File: src/rtl/prm_scan_pkg.sv
// Shared definitions for the PRM edge scanner: default code/word widths
// and the scan controller state encoding.
package prm_scan_pkg;

    // Width of the edge/configuration code handed to the obstacle checker.
    localparam int CODE_W_DEFAULT = 15;

    // Number of mask bits packed into one output word.
    localparam int WORD_W_DEFAULT = 32;

    // Scan controller states.
    typedef enum logic [1:0] {
        ST_IDLE  = 2'd0,
        ST_SCAN  = 2'd1,
        ST_FLUSH = 2'd2
    } scan_state_t;

endpackage

File: src/rtl/prm_mask_packer.sv
// Mask bit packer: collects one mask bit per consume strobe, LSB first,
// into a word register. The word moves to an output holding register when
// it is full or when the bit is the final one of the scan. The holding
// register keeps its contents until the consumer accepts it. The caller
// only asserts consume when the holding register is empty or being
// accepted in the same cycle.
module prm_mask_packer
    import prm_scan_pkg::*;
#(
    parameter int WORD_W = WORD_W_DEFAULT
) (
    input  logic                      clk,
    input  logic                      rst,
    input  logic                      clear,
    input  logic                      consume,
    input  logic                      mask_bit,
    input  logic                      last_bit,
    input  logic                      out_ready,
    output logic [WORD_W-1:0]         out_data,
    output logic [$clog2(WORD_W):0]   out_nbits,
    output logic                      out_valid,
    output logic                      out_last
);

    localparam int POS_W   = $clog2(WORD_W);
    localparam int NBITS_W = POS_W + 1;

    logic [WORD_W-1:0] pack_reg;
    logic [POS_W-1:0]  bitpos;
    logic [WORD_W-1:0] packed_word;
    logic [WORD_W-1:0] bit_one_hot;
    logic              word_full;
    logic              word_close;

    // Word as it would look with the incoming bit placed at bitpos; bits
    // above bitpos are always zero because the register is cleared on
    // every word hand-off.
    always_comb begin
        bit_one_hot = '0;
        bit_one_hot[bitpos] = mask_bit;
        packed_word = pack_reg | bit_one_hot;
        word_full   = (bitpos == POS_W'(WORD_W - 1));
        word_close  = word_full | last_bit;
    end

    // Packing register, bit position and output holding register.
    always_ff @(posedge clk or posedge rst) begin
        if (rst) begin
            pack_reg  <= '0;
            bitpos    <= '0;
            out_data  <= '0;
            out_nbits <= '0;
            out_valid <= 1'b0;
            out_last  <= 1'b0;
        end else if (clear) begin
            pack_reg  <= '0;
            bitpos    <= '0;
            out_valid <= 1'b0;
            out_last  <= 1'b0;
        end else begin
            if (out_valid && out_ready) begin
                out_valid <= 1'b0;
            end
            if (consume) begin
                if (word_close) begin
                    out_data  <= packed_word;
                    out_nbits <= NBITS_W'(bitpos) + NBITS_W'(1);
                    out_valid <= 1'b1;
                    out_last  <= last_bit;
                    pack_reg  <= '0;
                    bitpos    <= '0;
                end else begin
                    pack_reg  <= packed_word;
                    bitpos    <= bitpos + POS_W'(1);
                end
            end
        end
    end

endmodule

File: src/rtl/prm_edge_scan.sv
// PRM edge scanner top. Walks a range of edge codes, presents each code to
// an external combinational obstacle checker and packs the returned mask
// bits into words for a ready/valid consumer.
// Optional feature: define PRM_EDGE_SCAN_CNT_EN to add the blocked_cnt
// output, counting mask bits equal to 1 consumed during the current scan.
module prm_edge_scan
    import prm_scan_pkg::*;
#(
    parameter int CODE_W = CODE_W_DEFAULT,
    parameter int WORD_W = WORD_W_DEFAULT
) (
    input  logic                      clk,
    input  logic                      rst,
    input  logic                      start,
    input  logic [CODE_W-1:0]         start_idx,
    input  logic [CODE_W:0]           count,
    input  logic                      abort,
    output logic [CODE_W-1:0]         chk_code,
    input  logic                      chk_mask,
    output logic [WORD_W-1:0]         out_data,
    output logic [$clog2(WORD_W):0]   out_nbits,
    output logic                      out_last,
    output logic                      out_valid,
    input  logic                      out_ready,
    output logic                      busy,
    output logic                      done
`ifdef PRM_EDGE_SCAN_CNT_EN
    ,
    output logic [CODE_W:0]           blocked_cnt
`endif
);

    localparam int REM_W = CODE_W + 1;

    scan_state_t       state;
    scan_state_t       state_next;
    logic [CODE_W-1:0] chk_code_next;
    logic [REM_W-1:0]  remaining;
    logic [REM_W-1:0]  remaining_next;
    logic              done_next;
    logic              consume;
    logic              last_bit;

    // The bit being consumed is the final one of the scan.
    assign last_bit = (remaining == REM_W'(1));

    assign busy = (state != ST_IDLE);

    // Next-state logic: abort overrides everything; a SCAN cycle only
    // advances when the output holding register can take a word.
    always_comb begin
        state_next     = state;
        chk_code_next  = chk_code;
        remaining_next = remaining;
        done_next      = 1'b0;
        consume        = 1'b0;
        if (abort) begin
            state_next     = ST_IDLE;
            remaining_next = '0;
        end else begin
            case (state)
                ST_IDLE: begin
                    if (start) begin
                        if (count == '0) begin
                            done_next = 1'b1;
                        end else begin
                            chk_code_next  = start_idx;
                            remaining_next = count;
                            state_next     = ST_SCAN;
                        end
                    end
                end
                ST_SCAN: begin
                    if (!out_valid || out_ready) begin
                        consume        = 1'b1;
                        chk_code_next  = chk_code + CODE_W'(1);
                        remaining_next = remaining - REM_W'(1);
                        if (last_bit) begin
                            state_next = ST_FLUSH;
                        end
                    end
                end
                ST_FLUSH: begin
                    if (out_valid && out_ready) begin
                        done_next  = 1'b1;
                        state_next = ST_IDLE;
                    end
                end
                default: begin
                    state_next = ST_IDLE;
                end
            endcase
        end
    end

    // Controller registers: state, current code, codes left, done pulse.
    always_ff @(posedge clk or posedge rst) begin
        if (rst) begin
            state     <= ST_IDLE;
            chk_code  <= '0;
            remaining <= '0;
            done      <= 1'b0;
        end else begin
            state     <= state_next;
            chk_code  <= chk_code_next;
            remaining <= remaining_next;
            done      <= done_next;
        end
    end

    prm_mask_packer #(
        .WORD_W (WORD_W)
    ) u_packer (
        .clk       (clk),
        .rst       (rst),
        .clear     (abort),
        .consume   (consume),
        .mask_bit  (chk_mask),
        .last_bit  (last_bit),
        .out_ready (out_ready),
        .out_data  (out_data),
        .out_nbits (out_nbits),
        .out_valid (out_valid),
        .out_last  (out_last)
    );

`ifdef PRM_EDGE_SCAN_CNT_EN
    logic start_ok;

    // A start is accepted only from IDLE and only when not aborted.
    assign start_ok = (state == ST_IDLE) && start && !abort;

    // Count consumed mask ones; cleared by an accepted start, held after done.
    always_ff @(posedge clk or posedge rst) begin
        if (rst) begin
            blocked_cnt <= '0;
        end else if (start_ok) begin
            blocked_cnt <= '0;
        end else if (consume && chk_mask) begin
            blocked_cnt <= blocked_cnt + REM_W'(1);
        end
    end
`endif

endmodule

File: config.mk
export PLATFORM = sky130hd
export DESIGN_NAME = prm_edge_scan
export DESIGN_NICKNAME = d
export VERILOG_FILES = /design/src/rtl/prm_scan_pkg.sv /design/src/rtl/prm_mask_packer.sv /design/src/rtl/prm_edge_scan.sv
export SDC_FILE = /design/constraint.sdc
export NUM_CORES = 1
export LEC_CHECK = 0
export CAP_MARGIN = 25
export CORE_MARGIN = 4
export CORE_UTILIZATION = 50
export CTS_CLUSTER_DIAMETER = 30
export DETAILED_ROUTE_END_ITERATION = 16
export GPL_TIMING_DRIVEN = 0
export PLACE_DENSITY = 0.79
export SLEW_MARGIN = 20
export SYNTH_ARGS = -nofsm -noshare
export SYNTH_HDL_FRONTEND = slang
export SYNTH_SLANG_ARGS = --single-unit
File: constraint.sdc
create_clock -name clk -period 4.75 [get_ports clk]
set_clock_uncertainty 0.05 [all_clocks]
set_input_delay 0.475 -clock clk [delete_from_list [all_inputs] [get_ports clk]]
set_output_delay 0.475 -clock clk [all_outputs]
set_load 0.05 [all_outputs]
=== After elaboration in Yosys (flattened, before gate mapping) ===
Index checks and enable logic that the tools add are counted.
Widths: inputs -> output; s select.

* Add/sub/neg operators: 4
* Magnitude comparators: 2
* Equality and inequality tests: 12
* Mux-type cells: 39
* Bitwise gates (word level): 4
* Reduce and logical (&&, ||, !) cells: 16

{| class="wikitable"
|+ Operators by type and width
! kind !! count
|-
| $mux 32 || 3
|-
| $mux 16 || 4
|-
| $mux 15 || 3
|-
| $and 32x32->32 || 1
|-
| $or 32x32->32 || 1
|-
| $pmux 16 s2 || 1
|-
| $pmux 15 s2 || 1
|-
| $eq 16x1->1 const B || 1
|-
| $logic_not 16->1 || 1
|-
| $sub 16x1->16 const B || 1
|-
| $add 15x1->15 const B || 1
|-
| $mux 1 || 15
|-
| $mux 5 || 3
|-
| $mux 2 || 6
|-
| $ne 3x3->1 const B || 4
|-
| $reduce_and 5->1 || 2
|-
| $reduce_bool 2->1 || 4
|-
| $add 5x1->6 const B || 1
|-
| $lt 5x6->1 const B || 1
|-
| $ne 2x2->1 const B || 3
|-
| $pmux 2 s3 || 1
|-
| $add 5x1->5 const B || 1
|-
| $demux 1 s5 || 1
|-
| $eq 5x5->1 const B || 1
|-
| 15 further kinds || 16
|}

* Register bits after elaboration: 111
* Input bits: 37
* Output and inout port bits: 57
* Word-level logic and storage cells: 87

=== Longest topological paths before layout ===
* Depth after elaboration: 9
* Mapped depth: 9
* Gate-level depth less buffers: 7

=== Cells and area by module ===
From an unflattened synthesis, not the netlist that was laid out.

* Cell total of the unflattened synthesis: 598
* Area total of the unflattened synthesis: 5487.8 um^2

{| class="wikitable"
|+ By module, submodules not included
! module !! times used !! cells an instance !! area an instance (um^2) !! sequential area each (um^2)
|-
| prm_mask_packer || 1 || 331 || 3318.2 || 1926.8
|-
| prm_edge_scan || 1 || 267 || 2169.6 || 850.8
|}

=== Least setup slack after synthesis ===
OpenSTA, ideal clock, no wires.

* Path kind: register to register
* Start: register chk_code[0]
* End: register chk_code[14]
* Arrival time: 1.978 ns
* Data required time: 4.574 ns
* Path slack: 2.596 ns
* Cell stages (with the launch flop): 7
* Period minus slack after synthesis: 2.154 ns
* Path through: dfrtp_1 -> ha_1 -> nand3_1 -> nor2_1 -> nand2_1 -> o32a_1 -> o32a_1

* Longest elaborated chain between the ends: 3

{| class="wikitable"
|+ RTL lines
! element !! line !! RTL
|-
| start, declared || prm_edge_scan.sv:18 || <nowiki>output logic [CODE_W-1:0] chk_code,</nowiki>
|-
| start signal, assigned || prm_edge_scan.sv:105 || <nowiki>chk_code <= chk_code_next;</nowiki>
|-
| $add 15x1->15 || prm_edge_scan.sv:76 || <nowiki>chk_code_next = chk_code + CODE_W'(1);</nowiki>
|-
| $mux 15 || prm_edge_scan.sv:74 || <nowiki>if (!out_valid || out_ready) begin</nowiki>
|-
| $pmux 15 s2 || prm_edge_scan.sv:61 || <nowiki>case (state)</nowiki>
|}

No other way between the ends. The select of a mux whose other input is x is not followed.
A chain may end at the register's enable or synchronous reset.

=== Worst setup path in the final report ===
* Start: input count[14]
* End: register remaining[8]

* Longest elaborated chain between the ends: 3

{| class="wikitable"
|+ RTL lines
! element !! line !! RTL
|-
| start, declared || prm_edge_scan.sv:16 || <nowiki>input logic [CODE_W:0] count,</nowiki>
|-
| $logic_not 16->1 || prm_edge_scan.sv:64 || <nowiki>if (count == '0) begin</nowiki>
|-
| $ne 3x3->1 (no line) || -- ||
|-
| $reduce_and 4->1 (no line) || -- ||
|-
| end signal, assigned || prm_edge_scan.sv:106 || <nowiki>remaining <= remaining_next;</nowiki>
|-
| end, declared || prm_edge_scan.sv:38 || <nowiki>logic [REM_W-1:0] remaining;</nowiki>
|}

No other way between the ends.

==> out/qor.log <==
INFO  timing         worst_slew_pin_slew=882ps
INFO  worst_setup_path crit_chain=clkdlybuf4s50_1 > nor4_1 > nand4_1 > a31oi_1 > clkbuf_1 > o21ai_0 > o21ai_0
INFO  drt            dr.pass1.iters=5
INFO  finish         post_route_cells_drive_above_1_share=7.02%
INFO  floorplanning  die_h=112um
INFO  drt            met2_routed_wirelength=6.87mm
INFO  drt            m1WireLength=6.58mm
INFO  min_path       hold_class=in2reg
INFO  place          portBuffers=92
INFO  drt            wl=14.7mm
INFO  logic_synthesis synth_cells=604
INFO  clocking       post-cts-setup-buffers=0
INFO  drt            met3_wirelength=1.04mm
INFO  logic_synthesis synthFlopType=sky130_fd_sc_hd__dfrtp_1
INFO  timing         drv_slew=0
INFO  worst_setup_path cp_max_fo=10
INFO  floorplanning  initial_core_util=52.1%
INFO  finish         final_area=6750squm
INFO  clocking       numCtsBuffers=9
INFO  floorplanning  rows=37
INFO  logic_synthesis async_flop_share=100%
INFO  floorplanning  floorplan.io_pins=94
INFO  logic_synthesis post_synth_edffs=0
INFO  worst_setup_path crit_path_largest_cell_delay=610ps
INFO  worst_setup_path crit_path_frequent_cell=sky130_fd_sc_hd__o21ai_0
INFO  global_route   grt_max_degree=67
INFO  worst_setup_path worstPathArrival=2930ps
INFO  finish         areaGrowthSynthToFinish=23.8%
INFO  worst_setup_path worst_ep_required_time=5000ps
INFO  power          power.ir.vdd_worst=0.200mV
INFO  drt            routed_wire_length_per_instance=17.3um
INFO  worst_setup_path crit_path_end_kind=register
INFO  global_route   grt_pass1_wl=23.9mm
INFO  logic_synthesis seq_area_frac_synth=51.0%
INFO  timing         number_of_failing_hold_endpoints_at_the_final_stage=0
INFO  finish         finish.net_count=753
INFO  drt            num_vias=4912
INFO  clocking       worst_setup_hold_path_clk_slew=100ps
INFO  timing         worst_slew_margin_rel=41.1%
INFO  timing         timing.final.crit_share=56.4%
INFO  timing         unrepaired_setup_endpoints_after_global_routing=false
INFO  worst_setup_path r2r_setup_slack=2240ps
INFO  clocking       ctsHoldBuffers=0
INFO  logic_synthesis ys.warnings.count=0
INFO  place          place_area=6570squm
INFO  finish         finalCoreUtilization=64.5%
INFO  power          cellPowerDensity=389nW/um^2
INFO  timing         timing.setup.tns=0ps
INFO  global_route   grt_use_total=23.6%
INFO  clocking       clock_sink_count=111
INFO  floorplanning  die_width=112um
INFO  global_route   grt_antenna_before_repair=0
INFO  place          finalWeightedCongestion=0.903
INFO  drt            routed_via_density=5.79
INFO  clocking       clk-insertion-delay-late=380ps
INFO  worst_setup_path startpoint_type=primary input
INFO  drt            antenna_left=0
INFO  clocking       ctsLongestPathBuffers=2
INFO  logic_synthesis syn_area=5450squm
INFO  worst_setup_path timing_worst_setup_path_type=in2reg
INFO  worst_setup_path critical-path-slowest-cell=sky130_fd_sc_hd__a31oi_1
INFO  timing         finalSetupViolations=0
INFO  clocking       cts.root.buffer_cell=sky130_fd_sc_hd__clkbuf_8
INFO  logic_synthesis ys_types=56
INFO  logic_synthesis synth_nets=649
INFO  clocking       htreeDepth=3
INFO  run            maxCapViolCount=0
INFO  finish         diodes=0
INFO  drt            drc_violation_count_after_routing=0
INFO  finish         fillers=912
INFO  logic_synthesis synth-seq-cells=111
INFO  drt            drt_first_iter_violations=375
INFO  place          dp_hpwl=10.6mm
INFO  timing         max_clock_freq=374MHz
INFO  global_route   aggregate_global_routing_overflow=0
INFO  floorplanning  coreArea=10500squm
INFO  floorplanning  area_enclosed_by_the_die_boundary=12600squm
INFO  clocking       cts_resized=0
INFO  clocking       tritoncts_clock_tree=done
INFO  logic_synthesis syn_avg_cell_area=9.02squm
INFO  outcome        run_status=finished, final reports clean
INFO  power          cellLeakagePower=2.88nW
INFO  drt            topRoutingLayerUsed=met4
INFO  timing         final.min_clock_period=2680ps
INFO  global_route   number_of_global_route_vias_before_repair=4754
==> kinds of logic after synthesis <==
group                    after synthesis  synth area share [%]
buffers and inverters                 53                  5.08
adder cells (fa/ha/maj)                8                  1.84
AO/OA/AOI/OAI                        205                  21.6
XOR/XNOR                               3                 0.482
multiplexers                           6                  1.22
flip-flops                           111                  51.0
AND/OR/NAND/NOR                      218                  18.8
==> power by group <==
part	leakage (nW)	switching [mW]	internal [mW]	total, mW
Combinational	1.31	0.615	0.318	0.933
Clock	0.0855	0.340	0.197	0.537
Sequential	1.49	0.0951	1.06	1.15
==> final cells by class <==
type,instances,area (sq um),area share (%)
timing repair buffer,93,948,14.1
clock buffer,9,124,1.84
buffer,43,239,3.54
multi-input combinational,440,2390,35.5
inverter,10,42.5,0.631
clock inverter,6,51.3,0.760
tap,136,170,2.52
sequential,111,2780,41.2
==> metal layers <==
metal	vias up	global-route usage [%]
met5	-	0
met4	0	8.65
met3	14	3.83
met2	202	35.9
met1	2362	34.1
li1	2334	-
==> worst max-delay path, delay by kind of cell <==
kind,cells,cell delay (ps)
buffers and inverters,2,880
AOI/OAI and AO/OA,3,870
and+or+nand+nor,2,690
==> cells in the final DEF, fill, tap and decap left out, types with 4 or more instances in the layout <==
cell type                           n
sky130_fd_sc_hd__clkdlybuf4s50_1   92
sky130_fd_sc_hd__clkbuf_1          29
sky130_fd_sc_hd__a31oi_1            9
sky130_fd_sc_hd__nor3_1            14
sky130_fd_sc_hd__nand2_1           30
sky130_fd_sc_hd__mux2_2             5
sky130_fd_sc_hd__ha_1               8
sky130_fd_sc_hd__and2_0             5
sky130_fd_sc_hd__dfrtp_1          111
sky130_fd_sc_hd__a21oi_1          116
sky130_fd_sc_hd__nor3b_1            7
sky130_fd_sc_hd__o21ai_0           39
sky130_fd_sc_hd__a21oi_2           11
sky130_fd_sc_hd__and4_1             4
sky130_fd_sc_hd__buf_2              4
sky130_fd_sc_hd__nor4_1             9
sky130_fd_sc_hd__nor2b_1            4
sky130_fd_sc_hd__clkbuf_8           9
sky130_fd_sc_hd__nor2_1           109
sky130_fd_sc_hd__buf_6              5
sky130_fd_sc_hd__inv_1              9
sky130_fd_sc_hd__and2_1             5
sky130_fd_sc_hd__nand3_1           11
sky130_fd_sc_hd__and3_1             4
==> through the flow <==
step / setup WS (ps) / instances / power (mW) / hold WS (ps)
2_1_floorplan: 1290 / 604 / 1.77 / 413
3_3_place_gp: -264 / 832 / 2.08 / 426
3_5_place_dp: 1780 / 833 / 2.11 / 435
4_1_cts: 2190 / 848 / 2.64 / 385
5_1_grt: 1990 / 848 / 2.75 / 440
6_report: 2070 / 848 / 2.63 / 403
==> cell usage after synthesis (4+ instances only) <==
cell	number	area share (%)
sky130_fd_sc_hd__nand3_1	11	1.0
sky130_fd_sc_hd__buf_6	5	1.0
sky130_fd_sc_hd__a21oi_1	116	11
sky130_fd_sc_hd__o21ai_0	39	3.6
sky130_fd_sc_hd__mux2_2	5	1.0
sky130_fd_sc_hd__buf_2	4	0.37
sky130_fd_sc_hd__clkbuf_1	29	2.0
sky130_fd_sc_hd__and3_1	4	0.46
sky130_fd_sc_hd__nor3b_1	7	0.96
sky130_fd_sc_hd__dfrtp_1	111	51
sky130_fd_sc_hd__nor2_1	109	7.5
sky130_fd_sc_hd__nor3_1	14	1.3
sky130_fd_sc_hd__inv_1	10	0.69
sky130_fd_sc_hd__and2_0	5	0.57
sky130_fd_sc_hd__and4_1	4	0.64
sky130_fd_sc_hd__nor4_1	9	1.0
sky130_fd_sc_hd__a31oi_1	9	1.0
sky130_fd_sc_hd__ha_1	8	1.8
sky130_fd_sc_hd__nand2_1	30	2.1
sky130_fd_sc_hd__nor2b_1	4	0.46
sky130_fd_sc_hd__and2_1	5	0.57
sky130_fd_sc_hd__a21oi_2	11	1.8
==> final timing paths <==
check,from,endpoint,depth (start not counted)
worst max register to register,remaining[11],u_packer.pack_reg[31],6
worst min-delay path,abort,u_packer.out_valid,2
worst min register to register,u_packer.pack_reg[14],u_packer.pack_reg[14],2
min in group asynchronous,rst,remaining[8],2
worst max-delay path,count[14],remaining[8],7
max in group asynchronous,rst,u_packer.out_data[21],3
(Power assumes the default switching activity.)
